===== src/rtl/alu_share_arbiter_pkg.sv =====
// Shared definitions for the ALU share arbiter slice.
//   REQ_N         number of requesters sharing the ALU
//   ALU_*         ALUFun codes understood by the shared ALU
//   slot_state_e  per-requester slot lifecycle IDLE -> ISSUED -> DONE -> IDLE
package alu_share_arbiter_pkg;

  localparam int unsigned REQ_N = 2;

  localparam logic [5:0] ALU_ADD = 6'b000000;
  localparam logic [5:0] ALU_SUB = 6'b000001;
  localparam logic [5:0] ALU_AND = 6'b011000;
  localparam logic [5:0] ALU_OR  = 6'b011110;
  localparam logic [5:0] ALU_EQ  = 6'b110011;
  localparam logic [5:0] ALU_LTZ = 6'b111010;
  localparam logic [5:0] ALU_GEZ = 6'b111001;

  typedef enum logic [1:0] {
    SLOT_IDLE   = 2'd0,
    SLOT_ISSUED = 2'd1,
    SLOT_DONE   = 2'd2
  } slot_state_e;

endpackage


===== src/rtl/alu_share_arbiter_if.sv =====
// One requester channel of the ALU share arbiter: request handshake plus
// buffered response with ack.
//   valid/ready        request handshake (accept on valid && ready)
//   a/b/fun/sign       operands, ALUFun code and signed select
//   rsp_valid/rsp_ack  response held until acked
//   rsp_s/rsp_zvn      ALU S and {Z,V,N}
// Modports: master = requester, slave = arbiter.
interface alu_share_arbiter_if #(
  parameter int unsigned DATA_W = 32,
  parameter int unsigned FUN_W  = 6
);
  logic              valid;
  logic              ready;
  logic [DATA_W-1:0] a;
  logic [DATA_W-1:0] b;
  logic [FUN_W-1:0]  fun;
  logic              sign;
  logic              rsp_valid;
  logic              rsp_ack;
  logic [DATA_W-1:0] rsp_s;
  logic [2:0]        rsp_zvn;

  modport master (
    output valid, a, b, fun, sign, rsp_ack,
    input  ready, rsp_valid, rsp_s, rsp_zvn
  );

  modport slave (
    input  valid, a, b, fun, sign, rsp_ack,
    output ready, rsp_valid, rsp_s, rsp_zvn
  );
endinterface


===== src/rtl/alu_rr_arbiter.sv =====
// Two-way grant for the shared ALU.
//   clk, reset  clock and synchronous active-high reset (round-robin build only)
//   elig        requester N present and its slot idle
//   gnt         one-hot (or zero) grant, combinational from elig and rr_ptr
// Build option ALU_ARB_FIXED_PRIO_EN: requester 1 always wins and rr_ptr is
// removed. Otherwise a tie goes to rr_ptr, and rr_ptr then points at the
// side that was not granted.
module alu_rr_arbiter
  import alu_share_arbiter_pkg::*;
(
`ifndef ALU_ARB_FIXED_PRIO_EN
  input  logic             clk,
  input  logic             reset,
`endif
  input  logic [REQ_N-1:0] elig,
  output logic [REQ_N-1:0] gnt
);

`ifdef ALU_ARB_FIXED_PRIO_EN
  always_comb begin
    gnt = elig;
    if (elig[1]) gnt[0] = 1'b0;
  end
`else
  logic rr_ptr_q;
  logic rr_ptr_d;

  always_comb begin
    gnt = elig;
    if (elig == '1) gnt = rr_ptr_q ? 2'b10 : 2'b01;
    rr_ptr_d = rr_ptr_q;
    if (gnt[0])      rr_ptr_d = 1'b1;
    else if (gnt[1]) rr_ptr_d = 1'b0;
  end

  always_ff @(posedge clk) begin
    if (reset) rr_ptr_q <= 1'b0;
    else       rr_ptr_q <= rr_ptr_d;
  end
`endif

endmodule


===== src/rtl/alu_share_arbiter.sv =====
// Shares one combinational ALU between the EX datapath (req0) and the
// branch/compare unit (req1). An accepted request is registered onto alu_*
// (stage0); one cycle later the ALU result is captured into that requester's
// response buffer, where it is held until acked.
//   clk, reset        clock, synchronous active-high reset
//   req0, req1        requester channels (alu_share_arbiter_if.slave)
//   alu_a/b/fun/sign  registered operands to the shared ALU
//   alu_s/z/v/n       ALU result inputs
// Build option ALU_ARB_FIXED_PRIO_EN: fixed priority to req1 (see alu_rr_arbiter).
module alu_share_arbiter
  import alu_share_arbiter_pkg::*;
#(
  parameter int unsigned DATA_W = 32,
  parameter int unsigned FUN_W  = 6
) (
  input  logic               clk,
  input  logic               reset,
  alu_share_arbiter_if.slave req0,
  alu_share_arbiter_if.slave req1,
  output logic [DATA_W-1:0]  alu_a,
  output logic [DATA_W-1:0]  alu_b,
  output logic [FUN_W-1:0]   alu_fun,
  output logic               alu_sign,
  input  logic [DATA_W-1:0]  alu_s,
  input  logic               alu_z,
  input  logic               alu_v,
  input  logic               alu_n
);

  logic [REQ_N-1:0]  req_valid, req_sign, rsp_ack, elig, gnt;
  logic [DATA_W-1:0] req_a   [REQ_N];
  logic [DATA_W-1:0] req_b   [REQ_N];
  logic [FUN_W-1:0]  req_fun [REQ_N];

  slot_state_e       slot_q    [REQ_N];
  slot_state_e       slot_d    [REQ_N];
  logic [DATA_W-1:0] rsp_s_q   [REQ_N];
  logic [DATA_W-1:0] rsp_s_d   [REQ_N];
  logic [2:0]        rsp_zvn_q [REQ_N];
  logic [2:0]        rsp_zvn_d [REQ_N];

  logic [DATA_W-1:0] alu_a_q, alu_a_d, alu_b_q, alu_b_d;
  logic [FUN_W-1:0]  alu_fun_q, alu_fun_d;
  logic              alu_sign_q, alu_sign_d;
  logic              s1_valid_q, s1_valid_d;
  logic              tag_q, tag_d;

  assign req_valid  = {req1.valid, req0.valid};
  assign req_sign   = {req1.sign, req0.sign};
  assign rsp_ack    = {req1.rsp_ack, req0.rsp_ack};
  assign req_a[0]   = req0.a;
  assign req_a[1]   = req1.a;
  assign req_b[0]   = req0.b;
  assign req_b[1]   = req1.b;
  assign req_fun[0] = req0.fun;
  assign req_fun[1] = req1.fun;

  assign req0.ready     = gnt[0];
  assign req1.ready     = gnt[1];
  assign req0.rsp_valid = (slot_q[0] == SLOT_DONE);
  assign req1.rsp_valid = (slot_q[1] == SLOT_DONE);
  assign req0.rsp_s     = rsp_s_q[0];
  assign req1.rsp_s     = rsp_s_q[1];
  assign req0.rsp_zvn   = rsp_zvn_q[0];
  assign req1.rsp_zvn   = rsp_zvn_q[1];

  assign alu_a    = alu_a_q;
  assign alu_b    = alu_b_q;
  assign alu_fun  = alu_fun_q;
  assign alu_sign = alu_sign_q;

  // Reset gates eligibility so nothing is accepted while reset is held.
  always_comb begin
    elig = '0;
    for (int unsigned i = 0; i < REQ_N; i++)
      elig[i] = req_valid[i] && (slot_q[i] == SLOT_IDLE) && !reset;
  end

  alu_rr_arbiter u_arb (
`ifndef ALU_ARB_FIXED_PRIO_EN
    .clk   (clk),
    .reset (reset),
`endif
    .elig  (elig),
    .gnt   (gnt)
  );

  // Stage0: operands hold their last value when nothing is granted.
  always_comb begin
    alu_a_d    = alu_a_q;
    alu_b_d    = alu_b_q;
    alu_fun_d  = alu_fun_q;
    alu_sign_d = alu_sign_q;
    s1_valid_d = 1'b0;
    tag_d      = tag_q;
    for (int unsigned i = 0; i < REQ_N; i++) begin
      if (gnt[i]) begin
        alu_a_d    = req_a[i];
        alu_b_d    = req_b[i];
        alu_fun_d  = req_fun[i];
        alu_sign_d = req_sign[i];
        s1_valid_d = 1'b1;
        tag_d      = 1'(i);
      end
    end
  end

  // Slot FSMs; the response buffer is only written on the ISSUED -> DONE step.
  always_comb begin
    for (int unsigned i = 0; i < REQ_N; i++) begin
      slot_d[i]    = slot_q[i];
      rsp_s_d[i]   = rsp_s_q[i];
      rsp_zvn_d[i] = rsp_zvn_q[i];
      case (slot_q[i])
        SLOT_IDLE:   if (gnt[i]) slot_d[i] = SLOT_ISSUED;
        SLOT_ISSUED: if (s1_valid_q && (tag_q == 1'(i))) begin
          slot_d[i]    = SLOT_DONE;
          rsp_s_d[i]   = alu_s;
          rsp_zvn_d[i] = {alu_z, alu_v, alu_n};
        end
        SLOT_DONE:   if (rsp_ack[i]) slot_d[i] = SLOT_IDLE;
        default:     slot_d[i] = SLOT_IDLE;
      endcase
    end
  end

  always_ff @(posedge clk) begin
    if (reset) begin
      for (int unsigned i = 0; i < REQ_N; i++) begin
        slot_q[i]    <= SLOT_IDLE;
        rsp_s_q[i]   <= '0;
        rsp_zvn_q[i] <= '0;
      end
      alu_a_q    <= '0;
      alu_b_q    <= '0;
      alu_fun_q  <= '0;
      alu_sign_q <= 1'b0;
      s1_valid_q <= 1'b0;
      tag_q      <= 1'b0;
    end else begin
      for (int unsigned i = 0; i < REQ_N; i++) begin
        slot_q[i]    <= slot_d[i];
        rsp_s_q[i]   <= rsp_s_d[i];
        rsp_zvn_q[i] <= rsp_zvn_d[i];
      end
      alu_a_q    <= alu_a_d;
      alu_b_q    <= alu_b_d;
      alu_fun_q  <= alu_fun_d;
      alu_sign_q <= alu_sign_d;
      s1_valid_q <= s1_valid_d;
      tag_q      <= tag_d;
    end
  end

endmodule

===== src/flat_wrapper.sv =====
// flat-port wrapper written by rule: the top's interface ports become plain ports
module alu_share_arbiter_flat import alu_share_arbiter_pkg::*;
#(
  parameter int unsigned DATA_W = 32,
  parameter int unsigned FUN_W  = 6
)
  (clk, reset, alu_a, alu_b, alu_fun, alu_sign, alu_s, alu_z, alu_v, alu_n, req0_valid, req0_a, req0_b, req0_fun, req0_sign, req0_rsp_ack, req0_ready, req0_rsp_valid, req0_rsp_s, req0_rsp_zvn, req1_valid, req1_a, req1_b, req1_fun, req1_sign, req1_rsp_ack, req1_ready, req1_rsp_valid, req1_rsp_s, req1_rsp_zvn);
  alu_share_arbiter_if #(.DATA_W(DATA_W), .FUN_W(FUN_W)) req0_i ();
  alu_share_arbiter_if #(.DATA_W(DATA_W), .FUN_W(FUN_W)) req1_i ();
  input  logic clk;
  input  logic reset;
  output logic [DATA_W-1:0] alu_a;
  output logic [DATA_W-1:0] alu_b;
  output logic [FUN_W-1:0] alu_fun;
  output logic alu_sign;
  input  logic [DATA_W-1:0] alu_s;
  input  logic alu_z;
  input  logic alu_v;
  input  logic alu_n;
  input wire logic [$bits(req0_i.valid)-1:0] req0_valid;
  input wire logic [$bits(req0_i.a)-1:0] req0_a;
  input wire logic [$bits(req0_i.b)-1:0] req0_b;
  input wire logic [$bits(req0_i.fun)-1:0] req0_fun;
  input wire logic [$bits(req0_i.sign)-1:0] req0_sign;
  input wire logic [$bits(req0_i.rsp_ack)-1:0] req0_rsp_ack;
  output wire logic [$bits(req0_i.ready)-1:0] req0_ready;
  output wire logic [$bits(req0_i.rsp_valid)-1:0] req0_rsp_valid;
  output wire logic [$bits(req0_i.rsp_s)-1:0] req0_rsp_s;
  output wire logic [$bits(req0_i.rsp_zvn)-1:0] req0_rsp_zvn;
  input wire logic [$bits(req1_i.valid)-1:0] req1_valid;
  input wire logic [$bits(req1_i.a)-1:0] req1_a;
  input wire logic [$bits(req1_i.b)-1:0] req1_b;
  input wire logic [$bits(req1_i.fun)-1:0] req1_fun;
  input wire logic [$bits(req1_i.sign)-1:0] req1_sign;
  input wire logic [$bits(req1_i.rsp_ack)-1:0] req1_rsp_ack;
  output wire logic [$bits(req1_i.ready)-1:0] req1_ready;
  output wire logic [$bits(req1_i.rsp_valid)-1:0] req1_rsp_valid;
  output wire logic [$bits(req1_i.rsp_s)-1:0] req1_rsp_s;
  output wire logic [$bits(req1_i.rsp_zvn)-1:0] req1_rsp_zvn;
  assign req0_i.valid = req0_valid;
  assign req0_i.a = req0_a;
  assign req0_i.b = req0_b;
  assign req0_i.fun = req0_fun;
  assign req0_i.sign = req0_sign;
  assign req0_i.rsp_ack = req0_rsp_ack;
  assign req0_ready = req0_i.ready;
  assign req0_rsp_valid = req0_i.rsp_valid;
  assign req0_rsp_s = req0_i.rsp_s;
  assign req0_rsp_zvn = req0_i.rsp_zvn;
  assign req1_i.valid = req1_valid;
  assign req1_i.a = req1_a;
  assign req1_i.b = req1_b;
  assign req1_i.fun = req1_fun;
  assign req1_i.sign = req1_sign;
  assign req1_i.rsp_ack = req1_rsp_ack;
  assign req1_ready = req1_i.ready;
  assign req1_rsp_valid = req1_i.rsp_valid;
  assign req1_rsp_s = req1_i.rsp_s;
  assign req1_rsp_zvn = req1_i.rsp_zvn;
  alu_share_arbiter #(.DATA_W(DATA_W), .FUN_W(FUN_W)) u_core (.clk(clk), .reset(reset), .req0(req0_i), .req1(req1_i), .alu_a(alu_a), .alu_b(alu_b), .alu_fun(alu_fun), .alu_sign(alu_sign), .alu_s(alu_s), .alu_z(alu_z), .alu_v(alu_v), .alu_n(alu_n));
endmodule

===== config.mk =====
export PLATFORM = sky130hd
export DESIGN_NAME = alu_share_arbiter_flat
export DESIGN_NICKNAME = d
export VERILOG_FILES = /design/src/rtl/alu_share_arbiter_pkg.sv /design/src/rtl/alu_share_arbiter_if.sv /design/src/rtl/alu_rr_arbiter.sv /design/src/rtl/alu_share_arbiter.sv /design/src/flat_wrapper.sv
export SDC_FILE = /design/constraint.sdc
export NUM_CORES = 1
export LEC_CHECK = 0
export ABC_AREA = 1
export BUFFER_PORTS_ARGS = -buffer_cell sky130_fd_sc_hd__buf_2
export CORE_MARGIN = 4
export CORE_UTILIZATION = 45
export DETAILED_ROUTE_END_ITERATION = 12
export PLACE_DENSITY = 0.82
export SYNTH_ARGS = -nofsm -noshare
export SYNTH_HDL_FRONTEND = slang
export SYNTH_SLANG_ARGS = --single-unit

===== constraint.sdc =====
create_clock -name clk -period 2 [get_ports clk]
set_input_delay 0.2 -clock clk [delete_from_list [all_inputs] [get_ports clk]]
set_output_delay 0.2 -clock clk [all_outputs]
set_load 0.03 [all_outputs]

## Yosys cells after proc, flatten, opt, wreduce, memory -nomap -nowiden

Memories as Yosys holds them, arrays and structs flattened.
Index checks and enable logic that the tools add are counted.

| storage, ports and cells | value |
|---|---|
| register bits | 74 |
| word-level logic and storage cells | 73 |
| input bits | 183 |
| memories kept | 3 |
| memory bits (writable) | 74 |
| output and inout port bits | 145 |

Memories:

| name | depth | width | rd ports | clocked after Yosys merged registers in | wr ports | RTL line | text |
|---|---|---|---|---|---|---|---|
| u_core.rsp_s_q | 2 | 32 | 2 | 0 | 2 | alu_share_arbiter.sv:37 | `logic [DATA_W-1:0] rsp_s_q [REQ_N];` |
| u_core.rsp_zvn_q | 2 | 3 | 2 | 0 | 2 | alu_share_arbiter.sv:39 | `logic [2:0] rsp_zvn_q [REQ_N];` |
| u_core.slot_q | 2 | 2 | 2 | 0 | 2 | alu_share_arbiter.sv:35 | `slot_state_e slot_q [REQ_N];` |

| cells by class | value |
|---|---|
| bitwise logic cells | 7 |
| equality and inequality tests | 5 |
| multiplexer cells | 41 |
| reductions and logical operators | 10 |

Operator list:

| kind | number |
|---|---|
| 32-bit 2-to-1 mux | 10 |
| 2-bit 2-to-1 mux | 10 |
| 3-bit 2-to-1 mux | 6 |
| 6-bit 2-to-1 mux | 2 |
| 2-bit one-hot mux with 3 select lines | 2 |
| 1-bit 2-to-1 mux | 11 |
| 2-bit equality test (second input constant) | 3 |
| 1-bit logical AND | 6 |
| 1-bit bitwise OR | 6 |
| 2-bit by 1-bit equality test with 1-bit output (second input constant) | 2 |
| 2-bit logical NOT | 2 |
| 2-bit nonzero test | 1 |
| 1-bit logical NOT | 1 |
| 1-bit inverter | 1 |

## Depth between registers and ports, before layout

Gate-level depths: netlist (run 1).

| depth | value |
|---|---|
| depth in word-level cells | 8 |
| mapped depth | 9 |
| depth with buffers taken out | 8 |

## By module

From an unflattened synthesis (run 1), not the netlist that was laid out.

| unflattened totals | value |
|---|---|
| cells, all modules | 1006 |
| area total of the unflattened synthesis | 6613.8 um^2 |

By module, submodules not included:

| module | sequential area each (um^2) | times used | cells an instance | area each (um^2) |
|---|---|---|---|---|
| alu_share_arbiter | 2942.8 | 1 | 996 | 6552.5 |
| alu_rr_arbiter | 20.0 | 1 | 10 | 61.3 |

## Worst setup path before layout (run 1)

No wires, ideal clock.

| timing path | value |
|---|---|
| path type | reg2reg |
| start | mem u_core.slot_q[0][3] (netlist name) |
| end | reg u_core.alu_a_q[17], in the netlist u_core.alu_a[17] |
| path slack | 731 ps |
| data required time | 1887 ps |
| period minus slack after synthesis | 1269 ps |
| stages on the path, launching flop included | 8 |
| buffers on the path | 1 |
| setup time | 113 ps |
| arrival | 1156 ps |
| cells stage by stage | dfxtp_1 nor2_1 nand3_2 nand2_4 buf_6 nand2_1 nand3_1 nand2_1 |

RTL lines:

| item | RTL line | text |
|---|---|---|
| start: declaration | alu_share_arbiter.sv:35 |  |
| end signal: assignment | alu_share_arbiter.sv:146 | `alu_a_q <= alu_a_d;` |
| end: declaration | alu_share_arbiter.sv:42 | `logic [DATA_W-1:0] alu_a_q, alu_a_d, alu_b_q, alu_b_d;` |

==> impl_results.md, run 1 <==
* Status: finished clean
* Post-synth net total at 1,157
* Clock transition at the registers of the reported paths at 0.06 ns
* Mean number of vias per cell at 5.035
* Count of input and output buffers at 327
* Slew @ Worst Pin at 0.6307 ns
* Leakage at 0.005166 µW
* Largest net degree at the start of global routing at 144
* Post-synth top area cell: dfxtp_1
* Crit path max fanout at 15
* Synthesis warning total at 0
* Reg2reg path depth at 7
* Post-Synth Simple-Gate Area at 31.34%
* Critical path required time at 1.80 ns
* Clock tree sinks at 148
* Total chip power at 8100 µW
* Die area at 16,920 µm²
* Post-synthesis xor/xnor area fraction at 0%
* CTS Root Cell: clkbuf_16
* PD cells at 900.2 nW/µm²
* First-pass DRT Iterations at 5
* DR WL/cell at 14.62 µm
* Worst Hold Class: input port to flop
* Setup bufs post-CTS at 0
* Crit end category: output port
* Routed via count at 7,377
* Fin. max-slew vios at 0
* Synth Cell Area at 6706 µm²
* Post-CTS sizing at 0
* Fmax at 0.5555 GHz
* Synth top area cells: dfxtp_1, nand3_1, inv_1, nand2_1, nand4_1
* Max Cap Viol at 0
* Final hold vios at 0
* Antenna Nets Post-Route at 0
* Rows at 44
* Congestion Overflow GR at 0
* Hold depth at 3
* WL final at 21.41 mm
* Hold_sp: alu_s[20]
* Mux share of post-synthesis cell area at 0%
* Placeable core area at 14,590 µm²
* Setup violations, final at 0
* First-pass GRT wire length at 32.90 mm
* Post-layout nets at 1,449
* Synth Area in Compound Gates at 8.284%
* Fin crit share at 90.01%
* Hold Path Sink: u_core.rsp_s_q[0][52]
* Worst Setup Start Kind: flop
* CTS tree: done
* Yosys reg bits at 148
* WS Path Type: flop to output port
* Vias in the first global route at 6,662
* Worst reg2reg path startpoint: u_core.slot_q[0][1]
* DP HPWL at 14.88 mm
* FF-to-FF setup slack at 0.29 ns
* Clock skew at 0.008341 ns
* Fill cell count at 1,365
* Reg-to-reg endpoint: u_core.alu_b[9]
* Layout area overhead at 34.18%
* Most frequent cells in the layout: buf_2, inv_1, nand2_1, dfxtp_1, nand3_1
* Clock Latency Late Sink at 0.42 ns
* Arrival time worst endpoint at 1.60 ns
* H-Tree Depth at 4
* Post-synth top area share at 44.18%
* Drt initial violations at 522
* Max rail drop VDD at 0.6040 mV
* Clock Path Buffers at 2
* Mapped Avg Cell Area at 6.885 µm²
* I/O Pins at 328
* RSZ-0062 raised after global routing: false
* Initial antenna violation count at 4
* Slew margin rel. at 57.89%
* Starting Density at 45.97%
* Fraction of the mapped netlist area in adder cells at 0%
* Yosys cell types at 20
* Setup TNS at 0 ns
* Final Wtd Congestion at 0.8667
* Post-synthesis sequential area ratio at 44.18%
* Mapped Cells at 974
* CTS buffer count at 17
* Residual DRC at 0
* Share of cells above drive strength 1 at 30.15%
* Die Width at 130.1 µm
* Crit path time final at 1.800 ns
* Die H at 130.1 µm
* Largest family of logic cells by synthesized area: simple AND/OR/NAND/NOR gates
* Most common cell after layout, fill and taps aside: buf_2
* Tot GR Track Use at 24.41%
-- through the flow --
stage / utilization, % / std cells / worst slack (ns) / hold slack, ns / instance area (µm²)
after detailed placement: 57.63 / 1430 / 0.3533 / 0.4349 / 8408
after floorplan: - / 974 / 0.7306 / 0.2691 / 6706
final: 61.68 / 1465 / 0.1999 / 0.01973 / 8999
after global routing: 61.68 / 1465 / 0.06313 / 0.009679 / 8999
after CTS: 61.61 / 1461 / 0.1546 / 0.001162 / 8989
after global placement: 57.63 / 1430 / 0.3944 / 0.4291 / 8408
-- area by class of cell --
cell class | count | area [µm²] | share of cell area [%]
diodes | 4 | 10.01 | 0.1112
clock buffers | 18 | 439.2 | 4.880
clock inverters | 12 | 131.4 | 1.460
inverters | 193 | 725.7 | 8.065
multi-input cells | 563 | 2665 | 29.62
flip-flops and latches | 148 | 2963 | 32.93
well taps | 184 | 230.2 | 2.558
repair buffers | 343 | 1834 | 20.38
-- kinds of logic (layout without fill, tap and decap cells) --
logic type,count (synthesis),in the layout
flip-flops,148,148
AND/OR/NAND/NOR,452,452
AO/OA/AOI/OAI,111,111
other,0,4
buffers and inverters,263,566
-- state kept, by name, indices dropped and copies added (netlist names) --
name	count
u_core.alu_a	32
u_core.alu_b	32
u_core.alu_fun	6
u_core.alu_sign	1
u_core.rsp_s_q	64
u_core.rsp_zvn_q	6
u_core.s1_valid_q	1
u_core.slot_q	4
u_core.tag_q	1
u_core.u_arb.rr_ptr_q	1
-- timing repair --
| action | in CTS | in global routing |
|---|---|---|
| hold endpoints to repair | 1 | 0 |
| hold buffers | 1 | 0 |
| setup endpoints to repair | 0 | 0 |
-- power by group --
group	internal [µW]	total (µW)	switching, µW
sequential	3190	3310	123
clock	1860	3120	1260
combinational	533	1670	1140
-- routing by layer --
metal  up-vias  wire (µm)  GRT usage, %
met1      3324       8317         28.78
met4         0        514         9.780
met2       340      10250         40.07
li1       3675          -             -
met3        38       2331         9.333
met5         -          0             0
-- Yosys cell counts --
cell type  count
a21oi_1       39
buf_2         16
buf_4          7
buf_6          7
clkbuf_1      40
dfxtp_1      148
inv_1        189
inv_2          4
nand2_1      151
nand2_2        2
nand2_4        2
nand3_1      144
nand3_2        1
nand4_1       71
nor2_1        78
nor2_4         1
nor3_1         1
nor3_4         1
o21ai_0       71
o21ai_1        1
-- critical path, stage by stage (launching register included) --
cell and delay (ns):
dfxtp_1 0.35, inv_1 0.09, nand2_1 0.08, nor2_4 0.16, nand2_4 0.08, nand2_4 0.17, buf_2 0.25
-- worst max-delay path by stage --
stage	slack, ns	start	end
4_1_cts	0.15	u_core.slot_q[0][3]	req1_ready
5_1_grt	0.06	u_core.slot_q[0][3]	req1_ready
3_3_place_gp	0.39	reset	u_core.alu_b[3]
3_5_place_dp	0.35	u_core.slot_q[0][1]	u_core.alu_b[9]
2_1_floorplan	0.73	u_core.slot_q[0][3]	u_core.alu_a[17]
6_report	0.20	u_core.slot_q[0][3]	req1_ready
No activity file was read; power rests on OpenSTA's default activity.
==> run 2, diff against run 1 <==
--- a/config.mk
+++ b/config.mk
@@ -10,7 +10,7 @@
 export CORE_MARGIN = 4
 export CORE_UTILIZATION = 45
 export DETAILED_ROUTE_END_ITERATION = 12
-export PLACE_DENSITY = 0.82
+export PLACE_DENSITY = 0.77
 export SYNTH_ARGS = -nofsm -noshare
 export SYNTH_HDL_FRONTEND = slang
 export SYNTH_SLANG_ARGS = --single-unit
==> run 2 against run 1 <==
  * Global-route usage is 0.18 points lower
  * Clock power about the same
  * Sequential power hardly changed
  * Critical path depth is the same
==> impl_results.md, run 2 (synthesis gave the netlist of run 1 again) <==
* Most common cell after layout, fill and taps aside: buf_2
* Reg-to-reg endpoint: u_core.alu_b[28]
* Hold depth at 3 (unchanged)
* Slew margin rel. at 56.39% (-1.5 points)
* WS Path Type: flop to output port
* Layout area overhead at 35.78%
* Fin crit share at 95.76% (+5.8 points)
* Post-layout nets at 1,459 (+0.69%)
* Status: finished clean
* DP HPWL at 14.72 mm (-1.1%)
* Die Width at 130.1 µm (unchanged)
* FF-to-FF setup slack at 0.26 ns (-0.03 ns)
* Clock skew at 0.01167 ns (+0.003329 ns)
* Clock transition at the registers of the reported paths at 0.07 ns (about the same)
* Crit-path cells: nor2_1 > nand3_2 > buf_4 > nand2_1 > inv_1 > buf_2
* Share of cells above drive strength 1 at 30.02% (-0.13 points)
* CTS buffer count at 17 (unchanged)
* Worst Setup Start Kind: flop
* First-pass DRT Iterations at 4 (-1)
* Placeable core area at 14,590 µm² (unchanged)
* Starting Density at 45.97% (unchanged)
* Max Cap Viol at 0 (unchanged)
* Critical path required time at 1.80 ns (about the same)
* Initial antenna violation count at 3 (-1)
* RSZ-0062 raised after global routing: false
* Crit end category: output port
* CTS tree: done
* Largest register FFs at 64 (unchanged)
* H-Tree Depth at 4 (unchanged)
* Biggest register: u_core.rsp_s_q
* Rows at 44 (unchanged)
* Worst Hold Class: input port to flop
* First-pass GRT wire length at 33.04 mm (+0.44%)
* CP max stage cell: dfxtp_1
* Tot GR Track Use at 24.23% (-0.18 points)
* I/O Pins at 328 (unchanged)
* Bufs and invs on worst path at 3 (+1)
* Largest net degree at the start of global routing at 144 (unchanged)
* Routed via count at 7,354 (-0.31%)
* DR WL/cell at 14.69 µm (+0.49%)
* Residual DRC at 0 (unchanged)
* Most frequent cells in the layout: buf_2, inv_1, nand2_1, dfxtp_1, nand3_1
* Crit path time final at 1.915 ns (+0.1150 ns)
* Final Wtd Congestion at 0.8319 (-4.0%)
* Vias in the first global route at 6,673 (+0.17%)
* Die H at 130.1 µm (unchanged)
* CTS Root Cell: clkbuf_16
* Clock Latency Late Sink at 0.43 ns (about the same)
* Largest stage delay, worst path at 0.41 ns (+0.06 ns)
* Hold_sp: alu_s[9]
* Reg2reg path depth at 7 (unchanged)
* Fmax at 0.5221 GHz (-6.0%)
* Fin. max-slew vios at 0 (unchanged)
* Crit path max fanout at 14 (-1)
* Clock Path Buffers at 2 (unchanged)
* Drt initial violations at 570 (+9.2%)
* Setup bufs post-CTS at 0 (unchanged)
* Worst reg2reg path startpoint: u_core.slot_q[0][3]
* PD cells at 892.3 nW/µm² (-0.88%)
* Hold Path Sink: u_core.rsp_s_q[0][41]
* Antenna Nets Post-Route at 0 (unchanged)
* WL final at 21.66 mm (+1.2%)
* Die area at 16,920 µm² (unchanged)
* Setup violations, final at 0 (unchanged)
* Clock tree sinks at 148 (unchanged)
* Arrival time worst endpoint at 1.72 ns (+0.12 ns)
* Total chip power at 8125 µW (+0.30%)
* Mean number of vias per cell at 4.986 (-0.99%)
* Slew @ Worst Pin at 0.6533 ns (+0.02259 ns)
* Count of input and output buffers at 327 (unchanged)
* Congestion Overflow GR at 0 (unchanged)
* Max rail drop VDD at 0.5165 mV (-14%)
* Final hold vios at 0 (unchanged)
* Leakage at 0.005214 µW (+0.93%)
* Setup TNS at 0 ns (unchanged)
* Crit-path leading delay family: buffers and inverters
## run 2: cell types whose count changed in the layout (fill, tap and decap cells not counted), moves of 2 or more
cell,previous run,this run
inv_6,2,4
bufinv_16,2,0
inv_8,0,6
diode_2,4,2
dlygate4sd3_1,1,11
clkinv_2,4,2
clkinvlp_4,4,2
clkinv_8,0,2
## run 2: through the flow
stage | util (%) | instances | hold slack [ns] | setup WS, ns | instance area (µm²)
5_1_grt | 62.42 | 1475 | 0.01025 | 0.001629 | 9106
2_1_floorplan | - | 974 | 0.2691 | 0.7306 | 6706
3_5_place_dp | 57.55 | 1430 | 0.4331 | 0.1984 | 8396
6_report | 62.42 | 1475 | 0.01766 | 0.08482 | 9106
4_1_cts | 62.28 | 1473 | 0.001019 | 0.06075 | 9086
3_3_place_gp | 57.55 | 1430 | 0.4288 | 0.2419 | 8396
## run 2: how the worst max path moves through the flow
| stage | from | to | slack (ns) | depth (start not counted) |
|---|---|---|---|---|
| 2_1_floorplan | u_core.slot_q[0][3] | u_core.alu_a[17] | 0.73 | 7 |
| 3_3_place_gp | u_core.slot_q[0][3] | u_core.alu_a[5] | 0.24 | 7 |
| 3_5_place_dp | u_core.slot_q[0][3] | u_core.alu_b[30] | 0.20 | 7 |
| 4_1_cts | u_core.slot_q[0][3] | req1_ready | 0.06 | 6 |
| 5_1_grt | u_core.slot_q[0][3] | req0_ready | 0.002 | 6 |
| 6_report | u_core.slot_q[0][3] | req0_ready | 0.08 | 6 |
## run 2: layout make-up
| type | instances | area, µm² |
|---|---|---|
| Fill cell | 1354 | 5483 |
| Tap cell | 184 | 230.2 |
| Antenna cell | 2 | 5.005 |
| Inverter | 193 | 725.7 |
| Timing Repair Buffer | 353 | 1928 |
| Clock buffer | 17 | 425.4 |
| Clock inverter | 15 | 155.1 |
| Multi-Input combinational cell | 563 | 2674 |
| Sequential cell | 148 | 2963 |
## run 2: power breakdown
group / switching, µW / internal [µW] / leakage [µW] / total [µW]
registers: 122 / 3190 / 0.00122 / 3310
clock network: 1450 / 1670 / 0.000282 / 3120
logic: 1150 / 544 / 0.00372 / 1690
total: 2720 / 5400 / 0.00521 / 8130
## run 2: worst register-to-register path, delay by kind of cell, from the launching register on
family                 cells  cell delay [ns]
buffers and inverters      2             0.64
AND/OR/NAND/NOR            5             0.60
flip-flops                 1             0.41
## run 2: layer usage
metal / GRT usage [%] / part of all wire, %
met1: 29.50 / 39
met2: 38.99 / 48
met3: 9.128 / 10
met4: 9.230 / 2.4
met5: 0 / 0.060
## run 2: what timing repair did
item / 4_1_cts / 5_1_grt
resized for setup: 0 / 3
setup endpoints to repair: 0 / 3
hold buffers: 11 / 0
hold endpoints to repair: 11 / 0
